[config.mk]
export PLATFORM = sky130hd
export DESIGN_NAME = huffman_bit_packer
export DESIGN_NICKNAME = d
export VERILOG_FILES = /design/src/rtl/huffman_pkg.sv /design/src/rtl/huffman_bit_packer.sv
export SDC_FILE = /design/constraint.sdc
export NUM_CORES = 1
export LEC_CHECK = 0
export ABC_CLOCK_PERIOD_IN_PS = 3000
export BUFFER_PORTS_ARGS = -buffer_cell sky130_fd_sc_hd__buf_4
export CAP_MARGIN = 20
export CORE_AREA = 2 2 91 93
export CTS_CLUSTER_DIAMETER = 150
export DETAILED_ROUTE_END_ITERATION = 10
export DIE_AREA = 0 0 93 95
export GPL_TIMING_DRIVEN = 0
export PLACE_DENSITY_LB_ADDON = 0.1
export RECOVER_POWER = 100
export SLEW_MARGIN = 20
export SYNTH_ARGS = -nofsm -noshare
export SYNTH_HDL_FRONTEND = slang
export SYNTH_SLANG_ARGS = --single-unit
export TNS_END_PERCENT = 50
[constraint.sdc]
create_clock -name clk_i -period 3 [get_ports clk_i]
set_input_delay 0.45 -clock clk_i [delete_from_list [all_inputs] [get_ports clk_i]]
set_output_delay 0.45 -clock clk_i [all_outputs]
set_load 0.02 [all_outputs]
[src/rtl/huffman_pkg.sv]
// Shared Huffman encoder definitions: packer FSM states and the message bit-count width.
package huffman_pkg;

  typedef enum logic [1:0] {
    PACK  = 2'd0,
    FLUSH = 2'd1,
    DONE  = 2'd2
  } packer_state_t;

  localparam int unsigned TOTAL_BIT_W = 11;

endpackage

[src/rtl/huffman_bit_packer.sv]
// Packs variable-length Huffman codewords MSB-first into BIT_WIDTH-bit words,
// with flush/zero-pad of the final word and a saturating message bit count.
module huffman_bit_packer
  import huffman_pkg::*;
#(
  parameter  int unsigned BIT_WIDTH    = 8,
  parameter  int unsigned MAX_CODE_LEN = 15,
  localparam int unsigned LEN_W        = $clog2(MAX_CODE_LEN + 1)
) (
  input  logic                   clk_i,
  input  logic                   rst_i,
  input  logic                   code_valid_i,
  output logic                   code_ready_o,
  input  logic [MAX_CODE_LEN-1:0] code_i,
  input  logic [LEN_W-1:0]       code_len_i,
  input  logic                   flush_i,
  output logic                   word_valid_o,
  input  logic                   word_ready_i,
  output logic [BIT_WIDTH-1:0]   word_o,
  output logic                   word_last_o,
  output logic                   done_o,
  output logic [TOTAL_BIT_W-1:0] bit_count_o
);

  localparam int unsigned ACC_W  = BIT_WIDTH + MAX_CODE_LEN;
  localparam int unsigned FILL_W = $clog2(ACC_W + 1);

  packer_state_t          state_q, state_d;
  logic [ACC_W-1:0]       acc_q, acc_d;
  logic [FILL_W-1:0]      fill_q, fill_d;
  logic                   flush_pend_q, flush_pend_d;
  logic                   restart_q, restart_d;
  logic [TOTAL_BIT_W-1:0] bit_count_q, bit_count_d;

  logic [MAX_CODE_LEN-1:0] code_mask;
  logic [ACC_W-1:0]        code_ext;
  logic [FILL_W-1:0]       app_sh;
  logic [TOTAL_BIT_W:0]    cnt_sum;
  logic                    accept;
  logic                    word_hs;
  logic                    fill_le_word;

  // Output decode from state and fill; bits past fill are always zero, giving the pad.
  assign fill_le_word = (fill_q <= FILL_W'(BIT_WIDTH));
  assign code_ready_o = (state_q == PACK) && fill_le_word;
  assign word_valid_o = ((state_q == PACK) && !fill_le_word) ||
                        ((state_q == FLUSH) && (fill_q != '0));
  assign word_last_o  = (state_q == FLUSH) && fill_le_word;
  assign word_o       = acc_q[ACC_W-1 -: BIT_WIDTH];
  assign done_o       = (state_q == DONE);
  assign bit_count_o  = bit_count_q;

  assign accept    = code_valid_i && code_ready_o;
  assign word_hs   = word_valid_o && word_ready_i;
  assign code_mask = ~({MAX_CODE_LEN{1'b1}} << code_len_i);
  assign code_ext  = ACC_W'(code_i & code_mask);
  assign app_sh    = FILL_W'(ACC_W) - fill_q - FILL_W'(code_len_i);
  assign cnt_sum   = {1'b0, bit_count_q} + (TOTAL_BIT_W + 1)'(code_len_i);

  always_comb begin
    state_d      = state_q;
    acc_d        = acc_q;
    fill_d       = fill_q;
    flush_pend_d = flush_pend_q;
    restart_d    = restart_q;
    bit_count_d  = bit_count_q;
    case (state_q)
      PACK: begin
        if (word_hs) begin
          acc_d  = acc_q << BIT_WIDTH;
          fill_d = fill_q - FILL_W'(BIT_WIDTH);
        end
        if (accept) begin
          acc_d     = acc_q | (code_ext << app_sh);
          fill_d    = fill_q + FILL_W'(code_len_i);
          restart_d = 1'b0;
          if (restart_q) begin
            bit_count_d = TOTAL_BIT_W'(code_len_i);
          end else if (cnt_sum[TOTAL_BIT_W]) begin
            bit_count_d = '1;
          end else begin
            bit_count_d = cnt_sum[TOTAL_BIT_W-1:0];
          end
        end
        // A flush seen while stalled waits until the accumulator can take codes again.
        if (code_ready_o && (flush_i || flush_pend_q)) begin
          flush_pend_d = 1'b0;
          state_d      = (fill_d == '0) ? DONE : FLUSH;
        end else if (!code_ready_o && flush_i) begin
          flush_pend_d = 1'b1;
        end
      end
      FLUSH: begin
        if (word_hs) begin
          if (word_last_o) begin
            acc_d   = '0;
            fill_d  = '0;
            state_d = DONE;
          end else begin
            acc_d  = acc_q << BIT_WIDTH;
            fill_d = fill_q - FILL_W'(BIT_WIDTH);
          end
        end
      end
      DONE: begin
        restart_d = 1'b1;
        state_d   = PACK;
      end
      default: state_d = PACK;
    endcase
  end

  always_ff @(posedge clk_i or posedge rst_i) begin
    if (rst_i) begin
      state_q      <= PACK;
      acc_q        <= '0;
      fill_q       <= '0;
      flush_pend_q <= 1'b0;
      restart_q    <= 1'b0;
      bit_count_q  <= '0;
    end else begin
      state_q      <= state_d;
      acc_q        <= acc_d;
      fill_q       <= fill_d;
      flush_pend_q <= flush_pend_d;
      restart_q    <= restart_d;
      bit_count_q  <= bit_count_d;
    end
  end

endmodule

==> results list, run 1 <==
- In the finished design, the share of the clock period the worst path needs comes to 97.0%.
* Failing checks: capacitance limit, slew limit
* Met1 Resource Use GR: 39.7%
* Critical path depth: 13
- Among all flip-flop cells after synthesis, the most frequent one is dfrtp_1.
- Post-detailed-route count of antenna-violating nets: 0
- The region available for standard cell placement spans 7930 sq um.
* Cell family contributing the most delay on the critical path: adder cells
- Grt met3 use: 4.71%
- At the pin with the least slew margin, the transition time is 1.70 ns.
- Most common library cell in the layout ignoring fill and taps: nand2_1
- Hold slack: 0.207 ns
* Kind of critical path: in -> reg
* Number of levels in the clock H-tree: 2
* Count of distinct cell types in the synthesized netlist: 70
- The worst register-to-register path has a depth of 11.
* Global-route wire length before repair: 21.7 mm
* Worst Skew: 0.0117 ns
- Maximum clock frequency: 0.343 GHz
- GRT Max-Usage Layer: met2
* Ys async rst share: 100%
- Global routing used 31.6% of the available tracks across all layers.
- Cells taking the most area after synthesis: dfrtp_1, ha_1, a21oi_1
- Measured along the x axis, the die boundary spans 93 um.
- Later-pin clock latency in the skew report: 0.32 ns
* Met2 track demand over resource: 54.5%
- In the final routed layout, each cell accounts on average for 20.2 um.
- Routed via count divided by cell count: 6.65
- Max cap viols: 1
* Antenna violations before repair: 0
* Combined buffer and inverter count along the critical path: 4
* Antenna Diode Count: 0
* Start of the worst register-to-register path: fill_q[0]
* Endpoint arrival time on the critical path: 3.13 ns
* Library cell appearing most often on the critical path: ha_4
- CTS buffer count: 5
- The routed layout has 4507 vias.
- In this run, the number of DRC markers left after iteration 0 of detailed routing was 446.
- Worst relative slew slack: -13.4%
- Leaving out fill and tap cells, the most frequent cells in the layout are nand2_1, dfrtp_1, buf_4, nor2_1, a21oi_1.
- Die Span Y: 95 um
- DP Wirelength: 10.1 mm
* Leakage: 1.99 nW
* Clock transition time at the flip-flop clock pins of the worst setup and hold paths: 0.10 ns
- Slack of the worst reg-to-reg path: 0.11 ns
* Number of hold buffers added after cts: 0
- No sink is reached through more buffers than the 2 on the longest clock path.
- The first detailed-routing pass took 5 iterations.
- Worst VDD drop: 450 uV
- Setup slack closes at 0.0886 ns.
- DIE AREA: 8840 sq um
* Top-Level Pins: 47
- Warnings from Yosys: 0
- In the final layout, the share of cells above drive strength 1 is 19.2%.
- Netlist Area Pre-Place: 4150 sq um
- Power density over cell area: 1190 nW/um^2
- The top cell type by area accounts for 25.9% of the synthesized area.
* Post-Synthesis Cells: 517
- The floorplan has 33 rows.
- Most area-hungry cell type in the Yosys netlist: dfrtp_1
- The initial utilization of the core area, before any placement, comes to 52.4%.
- The area growth from synthesis to layout is 19.2%.
* Fin nets: 615
- Dividing the synthesized area by the synthesized cell count gives 8.03 sq um.
* Hold Vio Cnt, Final: 0
- The synthesized design contains 43 register bits.
- Sequential cell area fraction in the yosys report: 25.9%
* Finish-stage setup viols: 0
* Critical path origin: code_len_i[1]
- Routability-driven placement finished with a final weighted congestion of 0.974.
- TritonCTS clock tree: done
- Along the worst path, the maximum fanout reaches 12.
- Maximum single-stage delay on the critical path: 0.58 ns
* Post-Synthesis Net Count: 560
* Outcome: finished with violations
* Crit. End Element: flip-flop
* Overflow after GRT: 0
- DRC violations left: 0
- Entering global routing, the biggest net connects 29 pins.
- For this block, the routed nets add up to 13.7 mm of wire.
- The final-report max-slew violation count is 29.
- The worst register-to-register path ends at acc_q[9].
- Clock root buffer: clkbuf_8
- Startpoint kind of the worst setup timing path: input port
* Worst Hold Class: in -> async
- Counting flops with a built-in enable in the synthesized netlist gives 0.
- CTS saw 43 sinks.
- Final worst path period need: 2.91 ns
* Via count of the first global-routing pass: 4236
- Chain of cells forming the critical path: buf_8, clkbuf_16, inv_4, ha_4, ha_4, inv_1, fa_2, or3b_2, o32ai_1, a31oi_1, a21bo_1, a21oi_1, o311ai_1
- The count of buffers added on input and output ports is 46.
- For this design, the slowest cell found on the critical path is fa_2.
* Setup Slack @ Placement: -0.650 ns
* Required time worst endpoint: 3.21 ns
per-stage QoR:
stage                     instance area [sq um]  total power, mW  TNS (ns)  util, %  cells
after floorplan                            4250             3.87         0        -    517
after global placement                     4730             4.91    -10.28     59.6    668
after detailed placement                   4750             4.99    -10.63     59.9    669
after CTS                                  4980             5.74         0     62.9    679
after global routing                       4950             6.27  -0.00203     62.4    678
final                                      4950             5.90         0     62.4    678
what timing repair did:
action | in CTS | in global routing
setup endpoints to repair | 21 | 23
endpoints found under the hold margin | 0 | 0
setup buffers | 4 | 2
pin swaps | 8 | 6
resized for setup | 28 | 22
cloned | 0 | 0
layer usage:
| layer | up-vias | part of all wire [%] |
|---|---|---|
| li1 | 2064 | - |
| met1 | 2151 | 41 |
| met2 | 242 | 48 |
| met3 | 50 | 7.3 |
| met4 | 0 | 3.6 |
| met5 | - | 0 |
flip-flops by register name, summed over array words and instances (netlist names):
name,flops
flush_pend_q,1
fill_q,5
restart_q,1
bit_count_o,11
acc_q,23
state_q,2
area by class of cell:
class                      count  area, sq um
sequential                    43         1080
clock buffer                   5         68.8
buffer                        38          255
tap                          105          131
fill                         757         2980
timing repair buffer          53          320
multi-input combinational    409         2990
inverter                      22         85.1
clock inverter                 3         23.8
worst reg2reg max path: stages, from the launching register on:
cell	delay, ns
dfrtp_1	0.48
ha_1	0.21
inv_1	0.08
ha_4	0.13
inv_1	0.05
fa_2	0.58
or3b_2	0.47
o32ai_1	0.15
a31oi_1	0.07
a21bo_1	0.25
a21oi_1	0.08
o311ai_1	0.23
Yosys cell counts (4+ instances only):
library cell / n
nor2_1: 38
o21a_1: 10
a21oi_1: 36
buf_4: 11
o211ai_1: 5
ha_1: 16
nand2b_1: 6
or3_1: 9
buf_1: 4
a2111oi_0: 5
a211oi_1: 14
buf_2: 11
a21o_1: 9
mux2i_1: 8
a31oi_1: 14
nand2_1: 46
dfrtp_1: 43
nor2b_1: 9
nor3b_1: 5
o311ai_0: 4
a32oi_1: 7
nand3_1: 20
clkbuf_1: 16
nand3b_1: 5
nor3_1: 16
and3_1: 4
o21ai_0: 29
o2bb2ai_1: 6
o22a_1: 5
and2_1: 4
xor2_1: 4
inv_1: 21
xnor2_1: 4
nand4_1: 5
o22ai_1: 8
logic make-up (layout without fill, tap and decap cells):
kind of cell             after synthesis  after routing  share of synthesized area (%)
multiplexers                          13             13                           4.19
adder cells (fa/ha/maj)               19             19                           6.27
AND/OR/NAND/NOR                      175            175                           21.3
XOR/XNOR                               8              8                           1.69
AO/OA/AOI/OAI                        194            194                           33.3
flip-flops                            43             43                           25.9
buffers and inverters                 65            121                           7.39
power by group:
group | internal, mW | switching, mW | total (mW)
combinational | 1.75 | 2.69 | 4.45
clock | 0.167 | 0.246 | 0.413
sequential | 0.802 | 0.236 | 1.04
worst max-delay path by stage:
| stage | to | slack, ns |
|---|---|---|
| floorplan | acc_q[19] | 0.0003 |
| global placement | acc_q[19] | -0.63 |
| detailed placement | acc_q[19] | -0.65 |
| CTS | acc_q[11] | 0.005 |
| global route | acc_q[11] | -0.002 |
| finish | acc_q[9] | 0.09 |
No activity file was read; power rests on OpenSTA's default activity.
==> run 2: changes to the inputs <==
==> constraint.sdc (replaced) <==
create_clock -name clk_i -period 3 [get_ports clk_i]
set_input_delay 0.6 -clock clk_i [delete_from_list [all_inputs] [get_ports clk_i]]
set_output_delay 0.6 -clock clk_i [all_outputs]
set_load 0.02 [all_outputs]
==> results list, run 2 (synthesis results as in run 1) <==
- Outcome: completed
* Vias post-DR: 4493 (-0.31%)
- Final worst path period need: 2.90 ns (-0.00844 ns)
* Fin. max-slew vios: 0 (-100%)
* DRC violations left: 0 (unchanged)
* Die Span Y: 95 um (unchanged)
- The post-route total power came to 6.03 mW (+2.3%).
- The antenna diode count came to 0 (unchanged).
* Kind of critical path: reg -> reg
* Area growth, synth to finish: 20.4%
- The data required time of the worst path came to 3.23 ns (+0.02 ns).
- The full die area came to 8840 sq um (unchanged).
* Clock root buffer: clkbuf_8
- The maximum clock skew at final layout was 0.00740 ns (-0.00428 ns).
* Pin count of the biggest net entering global routing: 27 (-6.9%)
- The total I/O pin count is 47 (unchanged).
- The total length of routed wires is 13.8 mm (+0.22%).
* Net Switching: 3.17 mW (-0.15%)
* Overall Global Routing Usage: 30.9% (-0.73 points)
- The worst setup slack for register-to-register paths was 0.1 ns (about the same).
- Global-route wire length before repair: 21.4 mm (-1.7%)
* Finish-stage setup viols: 0 (unchanged)
* Overflow after GRT: 0 (unchanged)
- TritonCTS built the clock tree.
* Fraction of layout instances using a drive strength above 1: 19.8% (+0.56 points)
- Max cap viols: 0 (-1)
- Startpoint kind of the worst setup timing path: flip-flop
- Later-pin clock latency in the skew report: 0.30 ns (-0.02 ns)
- Final setup TNS: 0 ns (unchanged)
* Antenna violations before repair: 0 (unchanged)
- The peak supply drop is 605 uV (+34%).
- The weighted congestion reported at the end of routability-driven placement was 0.966 (-0.76%).
* Worst relative slew slack: 2.72% (+16 points)
- Hold Vio Cnt, Final: 0 (unchanged)
- The reported leakage power was 2.02 nW (+1.4%).
- Initial Util: 52.4% (unchanged)
* Comb power frac: 73.6% (-1.8 points)
* Crit path max fanout: 5 (-7)
- The clock group share of total power came to 9.2% (+2.2 points).
- Number of rows created at floorplan: 33 (unchanged)
- The count of buffers inserted at the top-level ports was 46 (unchanged).
- The internal power contribution was 2.86 mW (+5.1%).
- The power per cell area is 1210 nW/um^2 (+1.3%).
- Number of hold buffers added after cts: 0 (unchanged)
* Clock net sink count: 43 (unchanged)
* Core Region: 7930 sq um (unchanged)
- Worst Hold Class: in -> async
- Wirelength per Cell: 20.3 um (+0.37%)
* Number of levels in the clock H-tree: 2 (unchanged)
- Number of fillers in the final layout: 726 (-4.1%)
* Fin crit share: 96.8% (-0.28 points)
- The transition at the pin with the smallest max-transition slack is 1.46 ns (-0.243 ns).
* Maximum clock frequency: 0.344 GHz (+0.29%)
- Max FFs per register: 23 (unchanged)
- DP Wirelength: 10.1 mm (+0.51%)
* 1st-iter DRT viols: 471 (+5.6%)
- Most common library cell in the layout ignoring fill and taps: nand2_1
* Crit. End Element: flip-flop
- Register with the highest flop count: acc_q
* Clock transition time at the flip-flop clock pins of the worst setup and hold paths: 0.09 ns (about the same)
- Width of the die: 93 um (unchanged)
- Via count of the first global-routing pass: 4199 (-0.87%)
- Routed via count divided by cell count: 6.64 (-0.16%)
- The share of total power in sequential cells was 17.2% (-0.4 points).
- Switching share of power: 52.5% (-1.3 points)
- The number of CTS-inserted buffers was 5 (unchanged).
* Post-detailed-route count of antenna-violating nets: 0 (unchanged)
- The arrival time of data at the critical path endpoint is 3.13 ns (about the same).
- Fin nets: 614 (-0.16%)
- The detailed-router iteration count before antenna repair is 5 (unchanged).
- The maximum count of clock buffers along a single path is 2 (unchanged).
* Most used cells in the layout excluding fill and tap cells: nand2_1, dfrtp_1, nor2_1, buf_4, a21oi_1
-- run 2: changes by cell type in the layout (fill, tap and decap cells not counted), sizes merged --
cell	delta
bufinv	+2
clkinvlp	-2
buf	+1
clkbuf	-1
inv	-1
-- run 2: worst paths after layout --
path | to | start | cells past startpoint
max in group asynchronous | acc_q[20] | rst_i | 3
hold / removal | acc_q[13] | rst_i | 2
setup reg to reg | acc_q[20] | fill_q[0] | 11
min in group clk_i | acc_q[7] | acc_q[7] | 2
setup / recovery | acc_q[20] | fill_q[0] | 11
hold reg to reg | acc_q[7] | acc_q[7] | 2
-- run 2: cell type report --
| class | count | area, sq um | area share [%] |
|---|---|---|---|
| Buffer | 39 | 256 | 5.13 |
| Clock buffer | 6 | 72.6 | 1.45 |
| Clock inverter | 2 | 60.1 | 1.20 |
| Inverter | 22 | 90.1 | 1.80 |
| Multi-Input combinational cell | 409 | 3000 | 59.9 |
| Sequential cell | 43 | 1080 | 21.6 |
| Tap cell | 105 | 131 | 2.63 |
| Timing Repair Buffer | 51 | 315 | 6.31 |
-- run 2: timing repair --
action / 4_1_cts / 5_1_grt
buffers inserted: 0 / 3
gates cloned: 1 / 0
resized for setup: 20 / 21
endpoints found under the setup margin: 21 / 33
pin swaps: 6 / 3
-- run 2: stage by stage --
stage | hold WS (ns) | setup WS (ns) | util (%) | instances | instance area [sq um]
global placement | 0.480 | -0.623 | 60.7 | 668 | 4810
detailed placement | 0.494 | -0.595 | 60.9 | 669 | 4830
CTS | 0.300 | 0.00654 | 63.0 | 674 | 5000
global route | 0.474 | -0.00539 | 63.1 | 677 | 5000
finish | 0.409 | 0.0970 | 63.1 | 677 | 5000
floorplan | 0.462 | -0.0560 | - | 517 | 4330
-- run 2: worst max-delay path: stages, from the launching register on --
cell,delay [ns]
dfrtp_1,0.47
ha_1,0.22
inv_1,0.09
ha_4,0.15
inv_2,0.04
fa_2,0.62
clkbuf_8,0.18
nor2b_1,0.31
o2bb2ai_1,0.16
a21oi_1,0.11
or3_1,0.34
a31oi_1,0.15
-- run 2: routing by layer --
| metal | routed length, um | up-vias | GRT usage (%) | part of all wire (%) |
|---|---|---|---|---|
| li1 | - | 2064 | - | - |
| met1 | 5750 | 2173 | 40.4 | 42 |
| met2 | 6690 | 223 | 53.1 | 49 |
| met3 | 948 | 33 | 3.35 | 6.9 |
| met4 | 369 | 0 | 10.7 | 2.7 |
| met5 | 0 | - | 0 | 0 |
-- run 2: power groups by stage --
| stage | registers, mW | clock network [mW] | logic (mW) |
|---|---|---|---|
| 2_1_floorplan | 1.02 | 0 | 2.98 |
| 3_3_place_gp | 1.03 | 0 | 4.02 |
| 3_5_place_dp | 1.04 | 0 | 4.07 |
| 4_1_cts | 1.03 | 0.562 | 4.25 |
| 5_1_grt | 1.06 | 0.590 | 4.73 |
| 6_report | 1.03 | 0.558 | 4.44 |
